**src/rtl/fifo_param_if.sv**
```systemverilog
// fifo_param_if: producer/consumer bundle for fifo_param.
// Control, data and status of one synchronous FIFO.
interface fifo_param_if #(
  parameter int DATA_WIDTH = 8,
  parameter int ADDR_WIDTH = 4
);
  logic                  flush;
  logic                  clr_err;
  logic                  wr_enb;
  logic [DATA_WIDTH-1:0] data_in;
  logic                  rd_enb;
  logic [DATA_WIDTH-1:0] data_out;
  logic                  empty;
  logic                  full;
  logic                  almost_empty;
  logic                  almost_full;
  logic [ADDR_WIDTH:0]   count;
  logic                  overflow;
  logic                  underflow;

  modport master (
    output flush, clr_err, wr_enb,
    output data_in, rd_enb,
    input  data_out, empty, full,
    input  almost_empty, almost_full,
    input  count, overflow, underflow
  );

  modport slave (
    input  flush, clr_err, wr_enb,
    input  data_in, rd_enb,
    output data_out, empty, full,
    output almost_empty, almost_full,
    output count, overflow, underflow
  );
endinterface

```
**src/rtl/fifo_param.sv**
```systemverilog
// fifo_param: parameterised single-clock FIFO.
// Standard or FWFT read, flush, sticky error flags.
module fifo_param #(
  parameter int DATA_WIDTH = 8,
  parameter int ADDR_WIDTH = 4,
  parameter int AF_LEVEL   = (1 << ADDR_WIDTH) - 2,
  parameter int AE_LEVEL   = 2,
  parameter int FWFT       = 0
) (
  input logic         clk,
  input logic         rst,
  fifo_param_if.slave bus
);
  localparam int DEPTH = 1 << ADDR_WIDTH;
  localparam int CW    = ADDR_WIDTH + 1;
  localparam logic [CW-1:0] L_FULL = CW'(DEPTH);
  localparam logic [CW-1:0] L_AF   = CW'(AF_LEVEL);
  localparam logic [CW-1:0] L_AE   = CW'(AE_LEVEL);

  logic [DATA_WIDTH-1:0] r_mem [DEPTH];
  logic [ADDR_WIDTH-1:0] r_wr_ptr;
  logic [ADDR_WIDTH-1:0] r_rd_ptr;
  logic [CW-1:0]         r_count;
  logic                  r_ovf;
  logic                  r_udf;

  logic w_empty;
  logic w_full;
  logic w_wr_acc;
  logic w_rd_acc;
  logic w_run;

  assign w_empty  = (r_count == '0);
  assign w_full   = (r_count == L_FULL);
  assign w_run    = rst & ~bus.flush;
  assign w_wr_acc = bus.wr_enb & ~w_full;
  assign w_rd_acc = bus.rd_enb & ~w_empty;

  assign bus.empty        = w_empty;
  assign bus.full         = w_full;
  assign bus.almost_empty = (r_count <= L_AE);
  assign bus.almost_full  = (r_count >= L_AF);
  assign bus.count        = r_count;
  assign bus.overflow     = r_ovf;
  assign bus.underflow    = r_udf;

  // Storage array; never reset, written only on accepted writes.
  always_ff @(posedge clk) begin
    if (w_run && w_wr_acc)
      r_mem[r_wr_ptr] <= bus.data_in;
  end

  // Pointers and occupancy; flush rewinds, both ops keep count.
  always_ff @(posedge clk) begin
    if (!rst || bus.flush) begin
      r_wr_ptr <= '0;
      r_rd_ptr <= '0;
      r_count  <= '0;
    end else begin
      if (w_wr_acc) r_wr_ptr <= r_wr_ptr + 1'b1;
      if (w_rd_acc) r_rd_ptr <= r_rd_ptr + 1'b1;
      unique case ({w_wr_acc, w_rd_acc})
        2'b10:   r_count <= r_count + 1'b1;
        2'b01:   r_count <= r_count - 1'b1;
        default: r_count <= r_count;
      endcase
    end
  end

  // Sticky errors; a new error wins over a same-cycle clear.
  always_ff @(posedge clk) begin
    if (!rst) begin
      r_ovf <= 1'b0;
      r_udf <= 1'b0;
    end else if (!bus.flush) begin
      r_ovf <= (r_ovf & ~bus.clr_err)
             | (bus.wr_enb & w_full);
      r_udf <= (r_udf & ~bus.clr_err)
             | (bus.rd_enb & w_empty);
    end
  end

  if (FWFT != 0) begin : g_fwft
    assign bus.data_out = r_mem[r_rd_ptr];
  end else begin : g_std
    logic [DATA_WIDTH-1:0] r_dout;

    // Registered read port; holds between accepted reads.
    always_ff @(posedge clk) begin
      if (!rst)
        r_dout <= '0;
      else if (w_run && w_rd_acc)
        r_dout <= r_mem[r_rd_ptr];
    end

    assign bus.data_out = r_dout;
  end
endmodule

```
**src/flat_wrapper.sv**
```systemverilog
// flat-port wrapper written by rule: the top's interface ports become plain ports
module fifo_param_flat 
#(
  parameter int DATA_WIDTH = 8,
  parameter int ADDR_WIDTH = 4,
  parameter int AF_LEVEL   = (1 << ADDR_WIDTH) - 2,
  parameter int AE_LEVEL   = 2,
  parameter int FWFT       = 0
)
  (clk, rst, bus_flush, bus_clr_err, bus_wr_enb, bus_data_in, bus_rd_enb, bus_data_out, bus_empty, bus_full, bus_almost_empty, bus_almost_full, bus_count, bus_overflow, bus_underflow);
  fifo_param_if #(.DATA_WIDTH(DATA_WIDTH), .ADDR_WIDTH(ADDR_WIDTH)) bus_i ();
  input logic clk;
  input logic rst;
  input wire logic [$bits(bus_i.flush)-1:0] bus_flush;
  input wire logic [$bits(bus_i.clr_err)-1:0] bus_clr_err;
  input wire logic [$bits(bus_i.wr_enb)-1:0] bus_wr_enb;
  input wire logic [$bits(bus_i.data_in)-1:0] bus_data_in;
  input wire logic [$bits(bus_i.rd_enb)-1:0] bus_rd_enb;
  output wire logic [$bits(bus_i.data_out)-1:0] bus_data_out;
  output wire logic [$bits(bus_i.empty)-1:0] bus_empty;
  output wire logic [$bits(bus_i.full)-1:0] bus_full;
  output wire logic [$bits(bus_i.almost_empty)-1:0] bus_almost_empty;
  output wire logic [$bits(bus_i.almost_full)-1:0] bus_almost_full;
  output wire logic [$bits(bus_i.count)-1:0] bus_count;
  output wire logic [$bits(bus_i.overflow)-1:0] bus_overflow;
  output wire logic [$bits(bus_i.underflow)-1:0] bus_underflow;
  assign bus_i.flush = bus_flush;
  assign bus_i.clr_err = bus_clr_err;
  assign bus_i.wr_enb = bus_wr_enb;
  assign bus_i.data_in = bus_data_in;
  assign bus_i.rd_enb = bus_rd_enb;
  assign bus_data_out = bus_i.data_out;
  assign bus_empty = bus_i.empty;
  assign bus_full = bus_i.full;
  assign bus_almost_empty = bus_i.almost_empty;
  assign bus_almost_full = bus_i.almost_full;
  assign bus_count = bus_i.count;
  assign bus_overflow = bus_i.overflow;
  assign bus_underflow = bus_i.underflow;
  fifo_param #(.DATA_WIDTH(DATA_WIDTH), .ADDR_WIDTH(ADDR_WIDTH), .AF_LEVEL(AF_LEVEL), .AE_LEVEL(AE_LEVEL), .FWFT(FWFT)) u_core (.clk(clk), .rst(rst), .bus(bus_i));
endmodule
```
**config.mk**
```make
export PLATFORM = sky130hd
export DESIGN_NAME = fifo_param_flat
export DESIGN_NICKNAME = d
export VERILOG_FILES = /design/src/rtl/fifo_param_if.sv /design/src/rtl/fifo_param.sv /design/src/flat_wrapper.sv
export SDC_FILE = /design/constraint.sdc
export NUM_CORES = 1
export LEC_CHECK = 0
export ABC_AREA = 1
export BUFFER_PORTS_ARGS = -buffer_cell sky130_fd_sc_hd__buf_4
export CORE_ASPECT_RATIO = 0.9
export CORE_MARGIN = 2
export CORE_UTILIZATION = 50
export DETAILED_ROUTE_END_ITERATION = 6
export PLACE_DENSITY = 0.69
export SYNTH_ARGS = -nofsm -noshare
export SYNTH_HDL_FRONTEND = slang
export SYNTH_SLANG_ARGS = --single-unit
```
**constraint.sdc**
```tcl
create_clock -name clk -period 2.91 [get_ports clk]
set_input_delay 0.582 -clock clk [delete_from_list [all_inputs] [get_ports clk]]
set_output_delay 0.582 -clock clk [all_outputs]
set_load 0.1 [all_outputs]
```
==> impl_metrics.yaml <==
timing:
  fin_tns_setup_ns: 0
  worst_pin_slew_ns: 0.707
  fin_crit_sh: 0.818
  maxSlewViolCount: 0
  relSlewSlack: 0.527
  rsz0062_at_grt: "no"
  hold_violations: 0
  fin_ws_ns: 0.531
  clock_skew_ns: 0.00975
  max_freq_ghz: 0.420
  setup_viol: 0
  finalCriticalPeriod_ns: 2.38
worst_hold_path:
  hold_class: "input port to flop"
  min_to: "u_core.bus.underflow"
  hp-start: "bus_rd_enb"
  whs_path_depth: 3
clock_tree:
  path_clk_slew_ns: 0.06
  cts_made_buffers: 17
  clockRootBuffer: "clkbuf_16"
  cts_max_level: 4
  cts_tree: "built"
  cts_hold_buf: 0
  postCtsSetupBuffers: 0
  clk_latency_ns: 0.42
  ctsLongestPathBuffers: 2
  cts.sinks: 151
  postCtsResizedCells: 0
global_route:
  grt.overflow.total: 0
  grt_max_degree: 68
  grt_antenna_before_repair: 0
  grt_pass1_wl_um: 24000
  grt_use_total: 0.223
  grt_pass1_vias: 4623
synthesis:
  synth_nets: 701
  synth_seq_cells: 151
  synth-edff-count: 128
  synthArstFlopShare: 0
  synthFlopType: "edfxtp_1"
  synthesis.area_um2: 6640
  syn_avg_cell_area_um2: 9.79
  ys_warn_count: 0
  synth.distinct_cells: 28
  synthCells: 678
  ys_seq_area_frac: 0.648
critical_path:
  crit_type: "flop to flop"
  cp.required_ns: 3.26
  cp_slowest_cell: "dfxtp_1"
  reg2reg_to: "u_core.bus.count[4]"
  critPathCaptureType: "flop"
  crit_path_max_fanout: 8
  crit_buf_inv: 2
  setup.worst_path.start_class: "flop"
  r2r_start: "u_core.bus.count[2]"
  crit_chain: "nor2_1 > nand4_1 > nand2_2 > inv_1 > ha_1 > xor2_1 > ha_1 > inv_1 > nand2_1 > nand3_1 > nand2_1 > nand2_1 > nand2_1 > nand2_1 > a21oi_1"
  worstPathArrival_ns: 2.73
  crit_top_cell: "nand2_1"
  rr_worst_depth: 15
  r2r_slack_ns: 0.53
  critPathMaxStageDelay_ns: 0.35
  critical_path.top_delay_family: "simple AND/OR/NAND/NOR gates"
route:
  wire_per_inst_um: 16.9
  drc: 0
  ant_nets: 0
  first_iter_violations: 450
  dr.pass1.iters: 5
  num_vias: 4664
  viasPerCell: 5.22
  wirelength_um: 15100
finish:
  synthToLayoutAreaGrowth_pct: 15.0
  final_layout_size_suffix_gt1_frac: 0.125
  fin_util: 0.595
  final_cell_mix: "nand2_1, edfxtp_1, nand3_1, inv_1, buf_4"
  num_antenna_cells: 0
  layout_commonest_cell: "nand2_1"
  fin_nets: 740
floorplanning:
  dieArea_um2: 14200
  fp.dieW_um: 125
  start_util: 0.517
  io_pins: 33
  die_h_um: 113
  row_count: 39
  core_um2: 12800
power:
  leakage_nw: 3.23
  ir_drop_v: 0.000434
  powerDensity_nw_per_um2: 660
place:
  place_ws_ns: 0.564
  port_buffers: 32
  place.gp.congestion: 0.870
  dp_hpwl_um: 9500
job:
  cap_viol_max_count: 0
outcome:
  status: "finished clean"
layout make-up:
| type | instances | area, um2 |
|---|---|---|
| clock buffers | 20 | 458 |
| clock inverters | 12 | 103 |
| repair buffers | 47 | 365 |
| flip-flops and latches | 151 | 4310 |
| well taps | 164 | 205 |
| inverters | 89 | 334 |
| fillers | 1078 | 5200 |
| multi-input cells | 411 | 1860 |
where the power goes:
| group | switching, mW | leakage, nW | internal [mW] |
|---|---|---|---|
| Clock | 0.852 | 0.267 | 1.22 |
| Sequential | 0.0197 | 1.34 | 2.37 |
| Combinational | 0.441 | 1.63 | 0.132 |
logic make-up after synthesis:
family,share of synthesized area
XOR/XNOR,0.00660
AND/OR/NAND/NOR,0.230
buffers and inverters,0.0737
flip-flops,0.648
AO/OA/AOI/OAI,0.0241
adder cells (fa/ha/maj),0.0170
metal layers:
metal  wire length (um)  vias up  track usage
met3                785       25       0.0473
met5                  0        -            0
met1               6580     2220        0.292
li1                   -     2284            -
met4                310        0       0.0896
met2               7420      135        0.367
sequential cells by signal, indices dropped and copies added (netlist names):
| signal | flops |
|---|---|
| u_core.r_mem | 128 |
| u_core.r_wr_ptr | 4 |
| u_core.bus.data_out | 8 |
| u_core.bus.count | 5 |
| u_core.bus.overflow | 1 |
| u_core.r_rd_ptr | 4 |
| u_core.bus.underflow | 1 |
worst min-delay path: cells and delay by family:
kind                   cells  cell delay, ns
AO/OA/AOI/OAI              1            0.07
AND/OR/NAND/NOR            1            0.05
buffers and inverters      1            0.12
metrics by stage:
step / total power [mW] / hold WS [ns] / std cells / area (um2)
2_1_floorplan: 2.85 / 0.473 / 678 / 6660
3_3_place_gp: 3.00 / 0.470 / 862 / 7070
3_5_place_dp: 3.01 / 0.478 / 862 / 7070
4_1_cts: 5.06 / 0.439 / 894 / 7630
5_1_grt: 5.20 / 0.466 / 894 / 7630
6_report: 5.04 / 0.454 / 894 / 7630
synthesized netlist by cell type (2+ instances only):
| master | instances | area share |
|---|---|---|
| a21oi_1 | 13 | 0.0098 |
| buf_2 | 10 | 0.0075 |
| buf_4 | 7 | 0.0079 |
| buf_6 | 2 | 0.0034 |
| clkbuf_1 | 7 | 0.0040 |
| clkinv_1 | 2 | 0.0011 |
| dfxtp_1 | 23 | 0.069 |
| edfxtp_1 | 128 | 0.58 |
| ha_1 | 9 | 0.017 |
| inv_1 | 81 | 0.046 |
| inv_2 | 6 | 0.0034 |
| nand2_1 | 239 | 0.14 |
| nand2_2 | 3 | 0.0028 |
| nand3_1 | 95 | 0.072 |
| nand4_1 | 2 | 0.0019 |
| nor2_1 | 25 | 0.014 |
| o21ai_0 | 10 | 0.0075 |
| o21ai_1 | 3 | 0.0023 |
| xor2_1 | 4 | 0.0053 |
worst max-delay path by stage:
stage	start	endpoint	slack (ns)	depth (start not counted)
2_1_floorplan	u_core.bus.count[1]	u_core.bus.count[4]	0.03	15
3_3_place_gp	rst	u_core.r_mem[14][5]	0.59	5
3_5_place_dp	rst	u_core.r_mem[14][0]	0.56	5
4_1_cts	u_core.bus.count[2]	u_core.bus.count[4]	0.55	15
5_1_grt	u_core.bus.count[2]	u_core.bus.count[4]	0.27	15
6_report	u_core.bus.count[2]	u_core.bus.count[4]	0.53	15
Note: power is estimated with default switching activity, not from simulation.
